### src/rtl/bus_fifo_pkg.sv
// Shared bus-width constants and beat packing helper for the 64->128 packing FIFO.
package bus_fifo_pkg;
  localparam int BUS_WORD_W         = 64;
  localparam int BUS_BEAT_W         = 128;
  localparam int DEFAULT_FIFO_DEPTH = 32;

  typedef logic [BUS_WORD_W-1:0] word_t;
  typedef logic [BUS_BEAT_W-1:0] beat_t;

  // Older word sits in the low half of the beat.
  function automatic beat_t pack_beat(input word_t older, input word_t younger);
    return {younger, older};
  endfunction
endpackage

### src/rtl/bus_pack_fifo_if.sv
// Handshake/status bundle of bus_pack_fifo; slave is the FIFO side, master the producer/consumer side.
interface bus_pack_fifo_if #(parameter int DEPTH = bus_fifo_pkg::DEFAULT_FIFO_DEPTH);
  import bus_fifo_pkg::*;
  localparam int CW = $clog2(DEPTH) + 1;

  logic          write_en;
  word_t         write_data;
  logic          read_en;
  beat_t         read_data;
  logic          read_valid;
  logic          fifo_full;
  logic          fifo_half_full;
  logic          fifo_empty;
  logic [CW-1:0] word_count;
  logic          overflow;
  logic          underflow;

  modport master (
    output write_en, write_data, read_en,
    input  read_data, read_valid, fifo_full, fifo_half_full, fifo_empty,
           word_count, overflow, underflow
  );

  modport slave (
    input  write_en, write_data, read_en,
    output read_data, read_valid, fifo_full, fifo_half_full, fifo_empty,
           word_count, overflow, underflow
  );
endinterface

### src/rtl/bus_pack_ram.sv
// Word-write / beat-read storage: split into even and odd banks so one row read yields a full beat.
module bus_pack_ram
  import bus_fifo_pkg::*;
#(
  parameter int DEPTH = DEFAULT_FIFO_DEPTH,
  localparam int AW   = $clog2(DEPTH)
) (
  input  logic          clk,
  input  logic          rst,
  input  logic          i_we,
  input  logic [AW-1:0] i_waddr,
  input  word_t         i_wdata,
  input  logic          i_re,
  input  logic [AW-2:0] i_rrow,
  output beat_t         o_rdata
);
  word_t r_even [DEPTH/2];
  word_t r_odd  [DEPTH/2];
  beat_t r_rdata;

  // Contents are intentionally not reset.
  always_ff @(posedge clk) begin
    if (i_we) begin
      if (i_waddr[0]) r_odd[i_waddr[AW-1:1]]  <= i_wdata;
      else            r_even[i_waddr[AW-1:1]] <= i_wdata;
    end
  end

  always_ff @(posedge clk or negedge rst) begin
    if (!rst)      r_rdata <= '0;
    else if (i_re) r_rdata <= pack_beat(r_even[i_rrow], r_odd[i_rrow]);
  end

  assign o_rdata = r_rdata;
endmodule

### src/rtl/bus_pack_fifo.sv
// 64-bit word in, 128-bit beat out FIFO with sticky overflow/underflow.
// Optional BUS_PACK_FIFO_FLUSH_EN adds a flush input that zero-pads an odd trailing word.
module bus_pack_fifo
  import bus_fifo_pkg::*;
#(
  parameter int DEPTH = DEFAULT_FIFO_DEPTH
) (
  input logic             clk,
  input logic             rst,
`ifdef BUS_PACK_FIFO_FLUSH_EN
  input logic             flush,
`endif
  bus_pack_fifo_if.slave  bus
);
  localparam int AW = $clog2(DEPTH);
  localparam int CW = AW + 1;

  logic [AW-1:0] r_wr_ptr;
  logic [AW-2:0] r_rd_row;   // read pointer in beats; word address is {r_rd_row, 1'b0}
  logic [CW-1:0] r_count;
  logic          r_read_valid;
  logic          r_overflow;
  logic          r_underflow;

  logic          w_full, w_empty, w_half;
  logic          w_wr_acc, w_rd_acc, w_pad;
  logic          w_ram_we;
  word_t         w_ram_wdata;
  beat_t         w_rdata;
  logic [CW-1:0] w_count_nxt;

  assign w_full   = (r_count == CW'(DEPTH));
  assign w_empty  = (r_count <  CW'(2));
  assign w_half   = (r_count >= CW'(DEPTH/2));

  assign w_wr_acc = bus.write_en && !w_full;
  assign w_rd_acc = bus.read_en  && !w_empty;

`ifdef BUS_PACK_FIFO_FLUSH_EN
  // Padding only completes a half beat and never competes with a real write.
  assign w_pad = flush && r_count[0] && !bus.write_en && !w_full;
`else
  assign w_pad = 1'b0;
`endif

  assign w_ram_we    = w_wr_acc || w_pad;
  assign w_ram_wdata = w_pad ? '0 : bus.write_data;

  always_comb begin
    w_count_nxt = r_count;
    if (w_ram_we) w_count_nxt = w_count_nxt + CW'(1);
    if (w_rd_acc) w_count_nxt = w_count_nxt - CW'(2);
  end

  always_ff @(posedge clk or negedge rst) begin
    if (!rst) begin
      r_wr_ptr     <= '0;
      r_rd_row     <= '0;
      r_count      <= '0;
      r_read_valid <= 1'b0;
      r_overflow   <= 1'b0;
      r_underflow  <= 1'b0;
    end else begin
      if (w_ram_we) r_wr_ptr <= r_wr_ptr + AW'(1);
      if (w_rd_acc) r_rd_row <= r_rd_row + (AW-1)'(1);
      r_count      <= w_count_nxt;
      r_read_valid <= w_rd_acc;
      if (bus.write_en && w_full)  r_overflow  <= 1'b1;
      if (bus.read_en  && w_empty) r_underflow <= 1'b1;
    end
  end

  bus_pack_ram #(.DEPTH(DEPTH)) u_ram (
    .clk     (clk),
    .rst     (rst),
    .i_we    (w_ram_we),
    .i_waddr (r_wr_ptr),
    .i_wdata (w_ram_wdata),
    .i_re    (w_rd_acc),
    .i_rrow  (r_rd_row),
    .o_rdata (w_rdata)
  );

  assign bus.read_data      = w_rdata;
  assign bus.read_valid     = r_read_valid;
  assign bus.fifo_full      = w_full;
  assign bus.fifo_half_full = w_half;
  assign bus.fifo_empty     = w_empty;
  assign bus.word_count     = r_count;
  assign bus.overflow       = r_overflow;
  assign bus.underflow      = r_underflow;
endmodule

### src/flat_wrapper.sv
// flat-port wrapper written by rule: the top's interface ports become plain ports
module bus_pack_fifo_flat import bus_fifo_pkg::*;
#(
  parameter int DEPTH = DEFAULT_FIFO_DEPTH
)
  (clk, rst, bus_write_en, bus_write_data, bus_read_en, bus_read_data, bus_read_valid, bus_fifo_full, bus_fifo_half_full, bus_fifo_empty, bus_word_count, bus_overflow, bus_underflow);
  bus_pack_fifo_if #(.DEPTH(DEPTH)) bus_i ();
  input logic clk;
  input logic rst;
  input wire logic [$bits(bus_i.write_en)-1:0] bus_write_en;
  input wire logic [$bits(bus_i.write_data)-1:0] bus_write_data;
  input wire logic [$bits(bus_i.read_en)-1:0] bus_read_en;
  output wire logic [$bits(bus_i.read_data)-1:0] bus_read_data;
  output wire logic [$bits(bus_i.read_valid)-1:0] bus_read_valid;
  output wire logic [$bits(bus_i.fifo_full)-1:0] bus_fifo_full;
  output wire logic [$bits(bus_i.fifo_half_full)-1:0] bus_fifo_half_full;
  output wire logic [$bits(bus_i.fifo_empty)-1:0] bus_fifo_empty;
  output wire logic [$bits(bus_i.word_count)-1:0] bus_word_count;
  output wire logic [$bits(bus_i.overflow)-1:0] bus_overflow;
  output wire logic [$bits(bus_i.underflow)-1:0] bus_underflow;
  assign bus_i.write_en = bus_write_en;
  assign bus_i.write_data = bus_write_data;
  assign bus_i.read_en = bus_read_en;
  assign bus_read_data = bus_i.read_data;
  assign bus_read_valid = bus_i.read_valid;
  assign bus_fifo_full = bus_i.fifo_full;
  assign bus_fifo_half_full = bus_i.fifo_half_full;
  assign bus_fifo_empty = bus_i.fifo_empty;
  assign bus_word_count = bus_i.word_count;
  assign bus_overflow = bus_i.overflow;
  assign bus_underflow = bus_i.underflow;
  bus_pack_fifo #(.DEPTH(DEPTH)) u_core (.clk(clk), .rst(rst), .bus(bus_i));
endmodule
### config.mk
export PLATFORM = sky130hd
export DESIGN_NAME = bus_pack_fifo_flat
export DESIGN_NICKNAME = d
export VERILOG_FILES = /design/src/rtl/bus_fifo_pkg.sv /design/src/rtl/bus_pack_fifo_if.sv /design/src/rtl/bus_pack_ram.sv /design/src/rtl/bus_pack_fifo.sv /design/src/flat_wrapper.sv
export SDC_FILE = /design/constraint.sdc
export NUM_CORES = 2
export LEC_CHECK = 0
export ABC_AREA = 1
export CELL_PAD_IN_SITES_DETAIL_PLACEMENT = 1
export CELL_PAD_IN_SITES_GLOBAL_PLACEMENT = 2
export CORE_ASPECT_RATIO = 1.2
export CORE_UTILIZATION = 43
export CTS_CLUSTER_SIZE = 16
export DETAILED_ROUTE_END_ITERATION = 8
export GPL_TIMING_DRIVEN = 1
export PLACE_DENSITY_LB_ADDON = 0.1
export SYNTH_ARGS = -nofsm -noshare
export SYNTH_HDL_FRONTEND = slang
export SYNTH_SLANG_ARGS = --single-unit
### constraint.sdc
create_clock -name clk -period 8.7 [get_ports clk]
set_input_delay 1.305 -clock clk [delete_from_list [all_inputs] [get_ports clk]]
set_output_delay 1.305 -clock clk [all_outputs]
set_load 0.02 [all_outputs]
==> flow_metrics.py <==
metrics = {
    "run_status": {
        "outcome": "finished clean",
    },
    "sta": {
        "setup_viol": 0,
        "clock_skew_ns": 0.0303,
        "max_freq_mhz": 219,
        "rsz0062_at_grt": "no",
        "report.final.hold_viol_count": 0,
        "fin_ws_ns": 4.14,
        "fin_crit_ns": 4.56,
        "fin_crit_sh_pct": 52.4,
        "relSlewSlack_pct": 2.07,
        "hold_ws_ns": 0.452,
        "drv_slew": 0,
        "fin_tns_setup_ns": 0,
        "worstMarginPinSlew_ns": 1.46,
    },
    "die": {
        "rows": 180,
        "coreArea_um2": 200000,
        "fp.dieH_um": 494,
        "die_area_um2": 203000,
        "ioPinCount": 208,
        "initial_core_util_pct": 43.3,
        "die_w_um": 412,
    },
    "clock_tree": {
        "postCtsSetupBuffers": 0,
        "ctsResizeCount": 0,
        "cts.path.max_buffers": 3,
        "numCtsBuffers": 218,
        "cts_tree": "yes",
        "cts.sinks": 2194,
        "hold_buffers": 0,
        "cts_root_buf": "clkbuf_16",
        "cts.clk_slew.worst_paths_ns": 0.06,
        "cts-htree-levels": 4,
        "clkLatencyLatePin_ns": 0.85,
    },
    "detailed_routing": {
        "firstDrtPassIters": 6,
        "num_vias": 56700,
        "drtIter0Drc": 4647,
        "wl_per_cell_um": 27.3,
        "via_per_inst": 5.65,
        "drc": 0,
        "drt_wl_total_um": 274000,
        "ant_nets": 0,
    },
    "cells_and_area": {
        "layout.nets": 7276,
        "stdcell_count": 10000,
        "layout-drive-gt1-share_pct": 6.52,
        "syn2layout_area_growth_pct": 12.9,
    },
    "critical_path": {
        "critPathLaunchType": "flip-flop",
        "setup.worst_path.start": "u_core.r_rd_row[0]$_DFFE_PN0N_",
        "path_class": "flip-flop to flip-flop",
        "reg2reg_slack_ns": 4.14,
        "worstPathRequired_ns": 9.49,
        "ff2ff_path_depth": 9,
        "critPathArrivalTime_ns": 5.35,
        "critPathMaxFanout": 73,
        "r2r_start": "u_core.r_rd_row[0]$_DFFE_PN0N_",
        "end_kind": "flip-flop",
        "timing.rr.end": "u_core.u_ram.o_rdata[119]$_DFFE_PN0N_",
        "critical_path.endpoint": "u_core.u_ram.o_rdata[119]$_DFFE_PN0N_",
    },
    "power": {
        "p_switching_w": 0.0127,
        "p_leak_nw": 35.0,
        "pwr-share-seq_pct": 39.5,
        "p_int_w": 0.0205,
        "max-vdd-ir-drop_mv": 0.301,
        "switching_share_pct": 38.3,
        "power_density_nw_per_um2": 339,
        "clockPowerShare_pct": 27.2,
        "combPwrFrac_pct": 33.3,
    },
    "place": {
        "numPortBuffers": 207,
        "hpwl_um": 145000,
        "placed_cells": 9621,
        "gp_congestion": 0.764,
        "dp_slack_ns": 3.57,
    },
    "logic_synthesis": {
        "synth_area_um2": 86700,
        "yosys_warnings": 0,
        "synthCells": 7092,
        "avgSynthCellArea_um2": 12.2,
        "syn_nets": 7165,
        "synth_top_area_share_pct": 70.9,
        "yosys-top-cells-area": "edfxtp_1, nand2_1, nand3_1",
        "synth_cell_types": 25,
        "ys_ff_latch": 2194,
        "synth_top_area_cell": "edfxtp_1",
        "synth-seq-area-share_pct": 75.2,
    },
    "grt": {
        "grt_pass1_vias": 59000,
        "track_usage_pct": 27.0,
        "grt_pass1_wl_um": 402000,
        "grt_overflow": 0,
        "antenna_found_initial": 14,
        "grt_max_degree": 239,
    },
    "flow_run": {
        "cap_violations": 0,
    },
    "worst_hold_path": {
        "worstHoldPathType": "input pin to async pin",
    },
}
==> per-layer routing <==
metal  global-route usage [%]  share of wire [%]  up-vias
met3                     2.88                4.2      340
met1                     36.4                 43    29800
met4                     6.92                2.2        4
li1                         -                  -    25300
met2                     46.5                 51     1327
met5                        0              0.021        -
==> layout by cell type (no fill, tap or decap), types with 5 or more instances in the layout <==
cell type and count:
xor2_1 11, clkbuf_1 58, clkdlybuf4s50_1 200, clkinv_2 47, nand2_1 2490, nor2_4 27
clkbuf_8 5, bufinv_16 9, nor2_1 16, ha_1 5, dfrtp_1 142, edfxtp_1 2048
clkbuf_16 225, buf_2 6, nor3_2 5, nand3_1 1849, buf_12 11, inv_1 24
diode_2 5, buf_4 125, clkinv_1 55
==> worst max-delay path: stages (launching register included) <==
cell     delay (ns)
dfrtp_4        1.10
buf_4          0.90
buf_4          0.78
buf_4          0.75
nand2_1        0.16
nand3_1        0.15
nand3_1        0.13
nand3_1        0.14
nand3_1        0.12
nand2_1        0.10
==> how the worst min path moves through the flow <==
stage / startpoint / to / slack, ns / cells past startpoint
2_1_floorplan: u_core.r_wr_ptr[0]$_DFFE_PN0N_ / u_core.r_wr_ptr[0]$_DFFE_PN0N_ / 0.50 / 2
3_3_place_gp: u_core.bus.underflow$_DFFE_PN0P_ / u_core.bus.underflow$_DFFE_PN0P_ / 0.44 / 1
3_5_place_dp: u_core.bus.overflow$_DFFE_PN0P_ / u_core.bus.overflow$_DFFE_PN0P_ / 0.45 / 1
4_1_cts: rst / u_core.u_ram.o_rdata[32]$_DFFE_PN0N_ / 0.46 / 1
5_1_grt: u_core.bus.underflow$_DFFE_PN0P_ / u_core.bus.underflow$_DFFE_PN0P_ / 0.49 / 1
6_report: rst / u_core.bus.word_count[3]$_DFF_PN0_ / 0.45 / 1
==> cell families (layout without fill, tap and decap cells) <==
family,count (synthesis),count (layout),synth area share [%]
buffers and inverters,482,780,2.89
and+or+nand+nor,4393,4393,21.7
AOI/OAI and AO/OA,4,4,0.0289
DFF,2194,2194,75.2
xor gates and xnor gates,13,13,0.131
other,0,5,0
adders and majority gates,5,5,0.0722
muxes,1,1,0.0130
==> synthesized netlist by cell type <==
cell type and instances:
nand2_1 2490, nor3_1 7, nor2_1 43, xnor2_1 2
inv_2 2, nand3_1 1849, ha_1 5, clkinv_1 1
nand4_1 1, buf_8 1, edfxtp_1 2048, mux2_2 1
clkbuf_1 72, xor2_1 11, inv_1 25, buf_6 31
and2_1 1, a21o_1 2, inv_4 1, o21ai_0 2
dfrtp_1 146, nand2_2 2, buf_4 21, buf_2 296
buf_1 32
==> power by group through the flow <==
stage,clock network [W],logic (W),registers (W)
floorplan,0,0.00669,0.0133
global placement,0,0.0111,0.0133
detailed placement,0,0.0112,0.0133
CTS,0.00918,0.0112,0.0131
global route,0.00953,0.0121,0.0132
finish,0.00902,0.0111,0.0131
==> sequential cells by signal (all words and copies together) (netlist names) <==
| register | count |
|---|---|
| u_core.u_ram.r_even | 1024 |
| u_core.bus.underflow | 1 |
| u_core.bus.read_valid | 1 |
| u_core.u_ram.r_odd | 1024 |
| u_core.bus.word_count | 6 |
| u_core.bus.overflow | 1 |
| u_core.r_wr_ptr | 5 |
| u_core.r_rd_row | 4 |
| u_core.u_ram.o_rdata | 128 |
==> stage by stage <==
stage | cell area (um^2) | power, W | utilization (%)
5_1_grt | 97800 | 0.0349 | 48.8
4_1_cts | 97800 | 0.0335 | 48.8
2_1_floorplan | 86700 | 0.0200 | -
3_3_place_gp | 91100 | 0.0244 | 45.5
3_5_place_dp | 91100 | 0.0245 | 45.5
6_report | 97800 | 0.0332 | 48.8
==> area by class of cell <==
class | count | area [um^2]
Fill cell | 20600 | 103000
Sequential cell | 2194 | 65200
Multi-Input combinational cell | 4416 | 19300
Clock buffer | 287 | 5890
Tap cell | 2639 | 3300
Timing Repair Buffer | 344 | 3230
Clock inverter | 120 | 811
Inverter | 29 | 155
Antenna cell | 5 | 12.5
Power figures use the tool's default switching activity.
